<file path="config.mk">
export PLATFORM = sky130hd
export DESIGN_NAME = ifconv_round
export DESIGN_NICKNAME = d
export VERILOG_FILES = /design/src/rtl/ifconv_round.sv
export SDC_FILE = /design/constraint.sdc
export NUM_CORES = 1
export LEC_CHECK = 0
export ABC_AREA = 1
export CAP_MARGIN = 10
export CORE_UTILIZATION = 54
export CTS_BUF_LIST = sky130_fd_sc_hd__clkbuf_16
export CTS_CLUSTER_SIZE = 10
export DETAILED_ROUTE_END_ITERATION = 10
export PLACE_DENSITY = 0.81
export SKIP_LAST_GASP = 1
export SYNTH_ARGS = -nofsm -noshare
export SYNTH_HDL_FRONTEND = slang
export SYNTH_SLANG_ARGS = --single-unit
</file>
<file path="constraint.sdc">
create_clock -name clk -period 3.8 [get_ports clk]
set_input_delay 0.38 -clock clk [delete_from_list [all_inputs] [get_ports clk]]
set_output_delay 0.38 -clock clk [all_outputs]
set_load 0.005 [all_outputs]
</file>
<file path="src/rtl/ifconv_round.sv">
// Rounding and packing stage for the integer-to-float path: rounds a left-justified
// 64-bit mantissa to SNG/DBL/EXT precision and packs it into the 82-bit FP register format.
`ifndef PTYPE_SNGL
`define PTYPE_SNGL 2'b01
`endif
`ifndef PTYPE_DBL
`define PTYPE_DBL 2'b10
`endif
`ifndef PTYPE_EXT
`define PTYPE_EXT 2'b11
`endif

module ifconv_round #(
    parameter logic [15:0] BIAS = 16'h7fff
) (
    input  logic        clk,
    input  logic        rst,
    input  logic        en,
    input  logic        clkEn,
    input  logic        sgn,
    input  logic [15:0] expn,
    input  logic [63:0] mant,
    input  logic        zro,
    input  logic        toDBL,
    input  logic        toEXT,
    input  logic        toSNG,
    input  logic [2:0]  rmode,
    output logic [81:0] res,
    output logic [1:0]  rtyp,
    output logic        alt,
    output logic        inexact
);

    typedef enum logic [1:0] {
        FMT_NONE = 2'b00,
        FMT_SNG  = `PTYPE_SNGL,
        FMT_DBL  = `PTYPE_DBL,
        FMT_EXT  = `PTYPE_EXT
    } fmt_e;

    typedef enum logic [2:0] {
        RM_RNE = 3'd0,
        RM_RTZ = 3'd1,
        RM_RDN = 3'd2,
        RM_RUP = 3'd3,
        RM_RMM = 3'd4
    } rmode_e;

    // Weight of the last kept mantissa bit for each target precision.
    function automatic logic [63:0] ulp_of(input fmt_e f);
        case (f)
            FMT_SNG: ulp_of = 64'h0000_0100_0000_0000;
            FMT_DBL: ulp_of = 64'h0000_0000_0000_0800;
            default: ulp_of = 64'h0000_0000_0000_0001;
        endcase
    endfunction

    // ---------------- stage 1: split and round decision ----------------
    fmt_e        fmt;
    logic [63:0] keep_lj;
    logic        guard;
    logic        sticky;
    logic        lsb;
    logic        inc;

    always_comb begin
        fmt = FMT_NONE;
        if (toSNG)
            fmt = FMT_SNG;
        else if (toDBL)
            fmt = FMT_DBL;
        else if (toEXT)
            fmt = FMT_EXT;
    end

    // Keep bits stay left-justified so stage 2 rounds every format with one 65-bit add.
    always_comb begin
        keep_lj = mant;
        guard   = 1'b0;
        sticky  = 1'b0;
        case (fmt)
            FMT_SNG: begin
                keep_lj = {mant[63:40], 40'b0};
                guard   = mant[39];
                sticky  = |mant[38:0];
            end
            FMT_DBL: begin
                keep_lj = {mant[63:11], 11'b0};
                guard   = mant[10];
                sticky  = |mant[9:0];
            end
            default: ;
        endcase
    end

    assign lsb = |(keep_lj & ulp_of(fmt));

    always_comb begin
        inc = 1'b0;
        case (rmode_e'(rmode))
            RM_RTZ:  inc = 1'b0;
            RM_RDN:  inc = sgn & (guard | sticky);
            RM_RUP:  inc = ~sgn & (guard | sticky);
            RM_RMM:  inc = guard;
            default: inc = guard & (sticky | lsb);
        endcase
    end

    logic        s1_valid;
    logic        s1_sgn;
    logic [15:0] s1_expn;
    logic [63:0] s1_keep;
    logic        s1_inc;
    logic        s1_inexact;
    fmt_e        s1_fmt;

    always_ff @(posedge clk or negedge rst) begin
        if (!rst) begin
            s1_valid   <= 1'b0;
            s1_sgn     <= 1'b0;
            s1_expn    <= '0;
            s1_keep    <= '0;
            s1_inc     <= 1'b0;
            s1_inexact <= 1'b0;
            s1_fmt     <= FMT_NONE;
        end else if (clkEn) begin
            s1_valid <= en;
            s1_sgn   <= sgn;
            s1_fmt   <= fmt;
            if (zro) begin
                s1_expn    <= '0;
                s1_keep    <= '0;
                s1_inc     <= 1'b0;
                s1_inexact <= 1'b0;
            end else begin
                s1_expn    <= expn;
                s1_keep    <= keep_lj;
                s1_inc     <= inc;
                s1_inexact <= guard | sticky;
            end
        end
    end

    // ---------------- stage 2: increment, renormalise, pack ----------------
    logic [64:0] sum;
    logic        carry;
    logic [63:0] m;
    logic [15:0] e;
    logic [81:0] packed_res;

    always_comb begin
        sum   = {1'b0, s1_keep} + (s1_inc ? {1'b0, ulp_of(s1_fmt)} : 65'd0);
        carry = sum[64];
        m     = carry ? {1'b1, 63'b0} : sum[63:0];
        e     = s1_expn + {15'b0, carry};
    end

    always_comb begin
        packed_res = '0;
        case (s1_fmt)
            FMT_SNG: packed_res = {49'b0, e[6], s1_sgn, e[15], e[6:0], m[62:40]};
            FMT_DBL: packed_res = {17'b0, e[9], s1_sgn, e[15], e[8:0], m[62:43], 1'b0, m[42:11]};
            FMT_EXT: packed_res = {e[15], s1_sgn, e[13:0], e[14], m[63:32], 1'b0, m[31:0]};
            default: packed_res = '0;
        endcase
    end

    always_ff @(posedge clk or negedge rst) begin
        if (!rst) begin
            res     <= '0;
            rtyp    <= '0;
            alt     <= 1'b0;
            inexact <= 1'b0;
        end else if (clkEn) begin
            res     <= packed_res;
            rtyp    <= s1_fmt;
            alt     <= s1_valid;
            inexact <= s1_inexact;
        end
    end

endmodule

</file>
# Word level (Yosys, flattened, before mapping)

Cells that the tools add are included.
Widths: inputs -> output; s select.

Register bits: 172
Latch bits: 0
RAM bits: 0
Bits in read-only memories: 0
Input port bits: 92
Output and inout bits: 86
Word-level logic and storage cells: 48
Memories kept: 0

Add/subtract/negate cells: 2
Multipliers: 0
Div/mod/pow operators: 0
Magnitude comparators: 0
Equal/unequal tests: 9
Shifts and indexed selects: 0
Muxes and demuxes: 16
Bitwise gates (word level): 7
Reduce and logical (&&, ||, !) cells: 3

Operator list:

| cell               | count |
|---|---|
| $pmux 82 s3        | 1 |
| $mux 64            | 3 |
| $pmux 41 s2        | 2 |
| $pmux 40 s2        | 1 |
| $add 64x64->65     | 1 |
| $and 64x41->64     | 1 |
| $reduce_or 64->1   | 1 |
| $reduce_or 39->1   | 1 |
| $add 16x1->16      | 1 |
| $mux 16            | 1 |
| $reduce_or 10->1   | 1 |
| $eq 2x2->1 const B | 3 |
| $eq 3x2->1 const B | 2 |
| $mux 2             | 3 |
| $eq 2x1->1 const B | 2 |
| $pmux 1 s2         | 2 |
| $pmux 1 s4         | 1 |
| $and 1x1->1        | 3 |
| $eq 3x1->1 const B | 1 |
| $eq 3x3->1 const B | 1 |
| $mux 1             | 2 |
| $or 1x1->1         | 2 |
| $not 1->1          | 1 |

# Logic depth before layout (Yosys ltp)

Gate-level depths: netlist of the first run.

Depth after elaboration: 11
Depth in mapped cells: 26
Gate-level depth less buffers: 24

# Worst setup path after synthesis of the first run

OpenSTA, ideal clock, no wires.

Kind: flip-flop to flip-flop
Start: reg s1_fmt[1]
End: reg res[78]
Setup time: 0.066 ns
Arrival: 3.382 ns
Required time: 3.734 ns
Slack: 0.353 ns
Cell stages (with the launch flop): 26
Buffers on the path: 2
Clock period less this slack: 3.447 ns
Cells stage by stage: dfrtp_1 > inv_1 > ha_1 > clkbuf_1 > clkbuf_1 > nand2_1 > inv_1 > ha_1 > nand2_1 > nor2_1 > inv_2 > nor2_2 > inv_2 > nand2_1 > nand2_1 > inv_2 > ha_1 > ha_1 > nand4_1 > nor2_1 > nand2_1 > nor2_1 > nand4_1 > a21oi_1 > o21ai_1 > nand2_1

Word-level cells in the longest chain between the ends: 6
Elaborated cells between the ends (all ways): 8
Classes of those cells: add/sub: 2; eq/ne: 3; mux: 3

Ends and longest elaborated chain:

| element                                  | RTL line | RTL |
|---|---|---|
| start, declared                          | 115      | `fmt_e s1_fmt;` |
| start signal, assigned                   | 129      | `s1_fmt <= fmt;` |
| $eq 2x2->1 or $eq 2x1->1 (tied branches) | 51, 160  |  |
| $pmux 41 s2                              | 51       | `case (f)` |
| $mux 64                                  | 152      | `sum = {1'b0, s1_keep} + (s1_inc ? {1'b0, ulp_of(s1_fmt)} : 65'd0);` |
| $add 64x64->65                           | 152      |  |
| $add 16x1->16                            | 155      | `e = s1_expn + {15'b0, carry};` |
| $pmux 82 s3 (*)                          | 160      | `case (s1_fmt)` |
| end signal, assigned                     | 175      | `res <= packed_res;` |
| end, declared                            | 28       | `output logic [81:0] res,` |

Every way passes the cells marked *; elsewhere a longest branch is shown, timed or not.
A chain may end at the register's enable or synchronous reset.

# Worst setup path in the final report of the first run

Start: reg s1_fmt[1]
End: reg res[79]

The elaborated chain is that of the path after synthesis.

==> reports/metrics.csv, run 1 <==
metric;value;unit
status;finished, final reports clean;
worstPathArrival;4.00;ns
die_height;143;um
fin_setup_tns;0;ns
synth-edff-count;0;
port_buffers;177;
fillCellCount;1624;
drc;0;
die-area;0.0204;mm2
p_leak;6.27;nW
dr.first_iter.drc_count;1472;
r2r-end;res[79];
dr_total_vias;12000;
cts_tree;done;
r2r_start;s1_fmt[1];
synth_area;0.0107;mm2
dpl.cell_count;1985;
cts.hold.buffers_added;0;
finalCritPeriodShare;94.9;%
area_growth_syn_to_layout;26.1;%
synthCells;1583;
period_minus_slack;3.61;ns
drv_cap;0;
yosys.area.top_type;dfrtp_1;
grt_max_degree;103;
path_class;reg2reg;
drt_wl_total;41.5;mm
finalSetupViolCount;0;
grt_pass1_wl;63.0;mm
wl_per_cell;20.5;um
grt.overflow.total;0;
htree_levels;4;
synth_seq_area_share;40.2;%
layout.area.seq;0.00430;mm2
fmax;277;MHz
synthArstFlopShare;100;%
rows;51;
cp-start-kind;flip-flop;
critPathLaunch;s1_fmt[1];
coreArea;0.0195;mm2
place_congestion;1.03;
cp-end-kind;flip-flop;
synth.distinct_cells;39;
synthTopCellsByArea;dfrtp_1, nand2_1, nand3_1, inv_1, nor2_1;
final_max_slew_viol_count;0;
final_nets;1852;
drtAntennaViolNets;0;
clk_pin_slew_worst_paths;0.09;ns
syn_area_per_cell;6.76;um2
cts_buffer_depth;2;
power.density;349;mW/mm2
synth_most_common_cell;nand2_1;
antenna_found_initial;1;
fin_cells;2025;
clock-sinks;172;
synthFlopType;dfrtp_1;
holdWs;0.0101;ns
relSlewSlack;28.7;%
start_util;55.0;%
die_x;143;um
hold_path.class;in2async;
hold_violations;0;
multi_input_area;0.00558;mm2
grt_usage;41.8;%
syn_nets;1688;
yosysTopAreaCellShare;40.2;%
reg2reg_slack;0.19;ns
clk_latency;0.45;ns
critPathRequiredTime;4.19;ns
dpl.hpwl;32.2;mm
path_max_fanout;5;
ys_seq_elements;172;
n_antenna_cell;0;
reg2regPathDepth;22;
ioPinCount;178;
vias_per_cell;5.95;
yosys-top-cells-count;nand2_1, nand3_1, dfrtp_1;
fin_skew;0.0156;ns
yosys_warnings;0;
cts_root_buffer;clkbuf_16;
tightestPinTransition;1.07;ns
drive_gt1_share;5.97;%
cts_buffers;17;
dr.pass1.iters;6;
irDropWorstVdd;0.000298;V
grt_pass1_vias;11200;
placed cells by master, fill, tap and decap left out, types with 5 or more instances in the layout:
cell type	instances
o21ai_1	7
dfrtp_1	172
ha_1	9
clkbuf_16	17
clkdlybuf4s50_1	175
nor2_4	6
a21oi_1	7
a32o_1	11
nor2_1	137
clkinv_8	8
a22o_1	5
xor2_1	16
nand3_1	222
inv_2	7
nor3_1	13
nand2_2	6
nand4_1	57
o211ai_1	6
inv_1	167
buf_4	26
nand2_1	527
o21ai_0	96
nor2_2	11
and2_1	5
power by group:
part / internal, mW / leakage (nW) / total [mW] / switching, mW
logic: 0.318 / 3.65 / 0.755 / 0.437
registers: 1.95 / 2.31 / 2.07 / 0.124
clock network: 0.917 / 0.306 / 1.88 / 0.967
how the worst max path moves through the flow:
stage	slack, ns	end
global route	-0.07	res[78]
CTS	0.04	res[79]
floorplan	0.35	res[78]
detailed placement	0.08	res[79]
finish	0.19	res[79]
global placement	0.29	res[78]
cell families (layout without fill, tap and decap cells):
logic type	Yosys count	in the layout	synth area share [%]
flip-flops	172	172	40.2
buffers and inverters	235	412	8.69
AO/OA/AOI/OAI	150	150	8.37
adder cells (fa/ha/maj)	13	13	1.52
XOR/XNOR	18	18	1.47
AND/OR/NAND/NOR	995	995	39.7
stage by stage:
step / cell area (um2) / util, % / worst slack, ns / total power [mW]
final: 13500 / 69.4 / 0.192 / 4.71
after floorplan: 10700 / - / 0.353 / 2.39
after CTS: 13400 / 68.7 / 0.0350 / 4.68
after global placement: 12700 / 65.3 / 0.290 / 2.81
after detailed placement: 12700 / 65.3 / 0.0767 / 2.83
after global routing: 13500 / 69.4 / -0.0744 / 4.86
registers in the layout, indices dropped and copies added, names as in the netlist, 2 cells and up:
name     flops
s1_keep     64
s1_fmt       2
res         82
rtyp         2
s1_expn     16
worst max-delay path: stages, from the launching register on:
cell and delay (ns):
dfrtp_1 0.40, inv_2 0.07, ha_1 0.30, nor2_2 0.14, ha_2 0.22, ha_4 0.15
nand2_2 0.07, nor2_4 0.17, nand2_4 0.09, o21ai_4 0.16, nand4_1 0.12, nand2_1 0.11
nand2_1 0.09, inv_2 0.11, ha_4 0.16, nand4_1 0.17, nor2_1 0.17, nand2_2 0.14
nor2_4 0.15, nand2_2 0.10, o31ai_4 0.19, o211ai_1 0.15, nand2_1 0.10
layer usage:
metal	vias up	GRT usage [%]	wire, um
met5	-	0	0
met4	0	18.9	1900
met3	141	8.15	4070
met2	760	67.0	19300
met1	5661	54.8	16300
li1	5480	-	-
timing repair:
action,in CTS,in global routing
resized for setup,1,21
buffers inserted,1,7
endpoints found under the setup margin,3,19
endpoints found under the hold margin,0,0
pin swaps,1,13
layout make-up:
class	instances	share of cell area [%]
clock inverter	15	1.61
inverter	176	4.90
sequential	172	31.9
clock buffer	17	3.15
multi-input combinational	1176	41.3
timing repair buffer	204	14.7
tap	265	2.46
(Power assumes the default switching activity.)
==> run 2: changes to the inputs <==
Settings changed: CORE_MARGIN set to 2, SLEW_MARGIN set to 10.
==> run 2 against run 1 <==
The run now ends with negative hold slack left. Cell area fell by 0.15%. Via count up 0.19%. Sequential power is essentially flat. Setup slack worse by 0.10 ns.
==> reports/metrics.csv, run 2 (synthesized netlist as in run 1, its figures left out) <==
metric;value;unit;change
path_class;reg2reg;;unchanged
clk_pin_slew_worst_paths;0.08;ns;was 0.09 ns
drtAntennaViolNets;0;;unchanged
largest_registers;res: 82 flops, s1_keep: 64 flops, s1_expn: 16 flops;;unchanged
internal_power;3.19;mW;about the same
drc;0;;unchanged
port_buffers;177;;unchanged
clk_latency;0.44;ns;was 0.45 ns
cp-end-kind;flip-flop;;unchanged
relSlewSlack;22.3;%;was 28.7%
finalCritPeriodShare;97.7;%;was 94.9%
critPathRequiredTime;4.19;ns;about the same
tightestPinTransition;1.17;ns;was 1.07 ns
dr.pass1.iters;7;;was 6
path_max_fanout;4;;was 5
fin_skew;0.0116;ns;was 0.0156 ns
fin_cells;2027;;was 2025
n_antenna_cell;0;;unchanged
cp-start-kind;flip-flop;;unchanged
place_congestion;1.03;;about the same
vias_per_cell;5.95;;about the same
path_delay_family;simple AND/OR/NAND/NOR gates;;unchanged
switchingPower;1.53;mW;about the same
period_minus_slack;3.71;ns;was 3.61 ns
layout.area.seq;0.00430;mm2;unchanged
grt_max_degree;107;;was 103
grt_usage;40.1;%;was 41.8%
cp_slowest_cell;dfrtp_1;;unchanged
die_x;145;um;was 143 um
irDropWorstVdd;0.000284;V;was 0.000298 V
holdWs;-0.0313;ns;was 0.0101 ns
dr.first_iter.drc_count;1764;;was 1472
p_comb_share;16.1;%;was 16.0%
htree_levels;4;;unchanged
wl_per_cell;20.7;um;was 20.5 um
clkPwrFrac;39.9;%;was 40.0%
cts_buffer_depth;2;;unchanged
cpMostUsedCell;nand2_1;;
p_leak;6.26;nW;was 6.27 nW
fillCellCount;1621;;was 1624
grt.overflow.total;0;;unchanged
ioPinCount;178;;unchanged
grt_pass1_vias;11000;;was 11200
crit_buf_inv;2;;unchanged
die-area;0.0210;mm2;was 0.0204 mm2
drive_gt1_share;5.90;%;was 5.97%
status;complete, but fails checks;;was finished, final reports clean
dpl.cell_count;1987;;was 1985
mostFrequentLayoutCells;nand2_1, nand3_1, clkdlybuf4s50_1;;unchanged
violations;negative hold slack;;
clock-sinks;172;;unchanged
worstPathArrival;4.10;ns;was 4.00 ns
layout_commonest_cell;nand2_1;;unchanged
multi_input_area;0.00555;mm2;was 0.00558 mm2
max_stage_delay;0.42;ns;was 0.40 ns
dpl.hpwl;32.6;mm;was 32.2 mm
largest_register_ffs;82;;unchanged
cts_buffers;17;;unchanged
hold_path.class;in2async;;unchanged
power;4.72;mW;was 4.71 mW
grt_pass1_wl;62.4;mm;was 63.0 mm
fmax;269;MHz;was 277 MHz
cp_cell_sequence;inv_2, ha_1, nor2_2, ha_2, ha_2, nand2_2, nor2_4, nand2_2, o21ai_4, nand4_1, nand2_1, nand2_1, inv_2, ha_4, ha_4, nand4_1, nor2_1, nand2_1, nor2_2, nand4_1, a21oi_1, o21ai_1, nand2_1;;was inv_2, ha_1, nor2_2, ha_2, ha_4, nand2_2, nor2_4, nand2_4, o21ai_4, nand4_1, nand2_1, nand2_1, inv_2, ha_4, nand4_1, nor2_1, nand2_2, nor2_4, nand2_2, o31ai_4, o211ai_1, nand2_1
dr_total_vias;12100;;was 12000
coreArea;0.0195;mm2;unchanged
seqPwrFrac;44.0;%;about the same
antenna_found_initial;0;;was 1
swShare;32.4;%;about the same
final_max_slew_viol_count;0;;unchanged
cts.hold.buffers_added;0;;unchanged
final_nets;1854;;was 1852
cts_tree;done;;unchanged
cts_root_buffer;clkbuf_16;;unchanged
start_util;55.0;%;unchanged
drt_wl_total;41.9;mm;was 41.5 mm
drv_cap;0;;unchanged
hold_violations;10;;was 0
die_height;145;um;was 143 um
area_growth_syn_to_layout;25.9;%;was 26.1%
regMostFlops;res;;unchanged
finalSetupViolCount;0;;unchanged
power.density;350;mW/mm2;was 349 mW/mm2
rows;51;;unchanged
==> run 2: repair_timing <==
| action | CTS | global route |
|---|---|---|
| resized for setup | 0 | 16 |
| endpoints found under the setup margin | 0 | 21 |
| buffers inserted | 0 | 8 |
==> run 2: final timing paths <==
kind	to	start	slack, ns	cells after the start
max	res[78]	s1_fmt[0]	0.09	23
min	s1_keep[26]	rst	-0.03	1
max reg2reg	res[78]	s1_fmt[0]	0.09	23
min reg2reg	alt	alt	0.48	2
max in group asynchronous	res[48]	rst	2.84	2
min in group clk	alt	alt	0.48	2
==> run 2: power by group through the flow <==
stage	Clock (mW)	Sequential, mW	Combinational, mW
after floorplan	0	2.07	0.324
after global placement	0	2.10	0.709
after detailed placement	0	2.10	0.728
after CTS	1.89	2.07	0.734
after global routing	1.94	2.09	0.825
final	1.88	2.08	0.758
==> run 2: routing by layer <==
layer	vias up	track usage, %	part of all wire [%]
li1	5482	-	-
met1	5619	54.1	40
met2	837	64.3	46
met3	127	7.50	10
met4	0	15.3	4.1
met5	-	0	0
==> run 2: layout make-up <==
type,count,area share (%)
flip-flops and latches,172,31.9
multi-input cells,1176,41.2
inverters,176,4.91
repair buffers,206,14.8
well taps,265,2.46
clock buffers,17,3.15
clock inverters,15,1.59
==> run 2: metrics by stage <==
step / TNS (ns) / worst slack, ns / utilization, % / hold slack [ns] / instance area (um2)
floorplan: 0 / 0.353 / - / 0.0844 / 10700
global placement: 0 / 0.243 / 65.4 / 0.454 / 12700
detailed placement: 0 / 0.0652 / 65.4 / 0.464 / 12700
CTS: 0 / 0.0304 / 68.7 / 0.0210 / 13400
global route: -0.426 / -0.137 / 69.3 / 0.0658 / 13500
finish: 0 / 0.0872 / 69.3 / -0.0313 / 13500
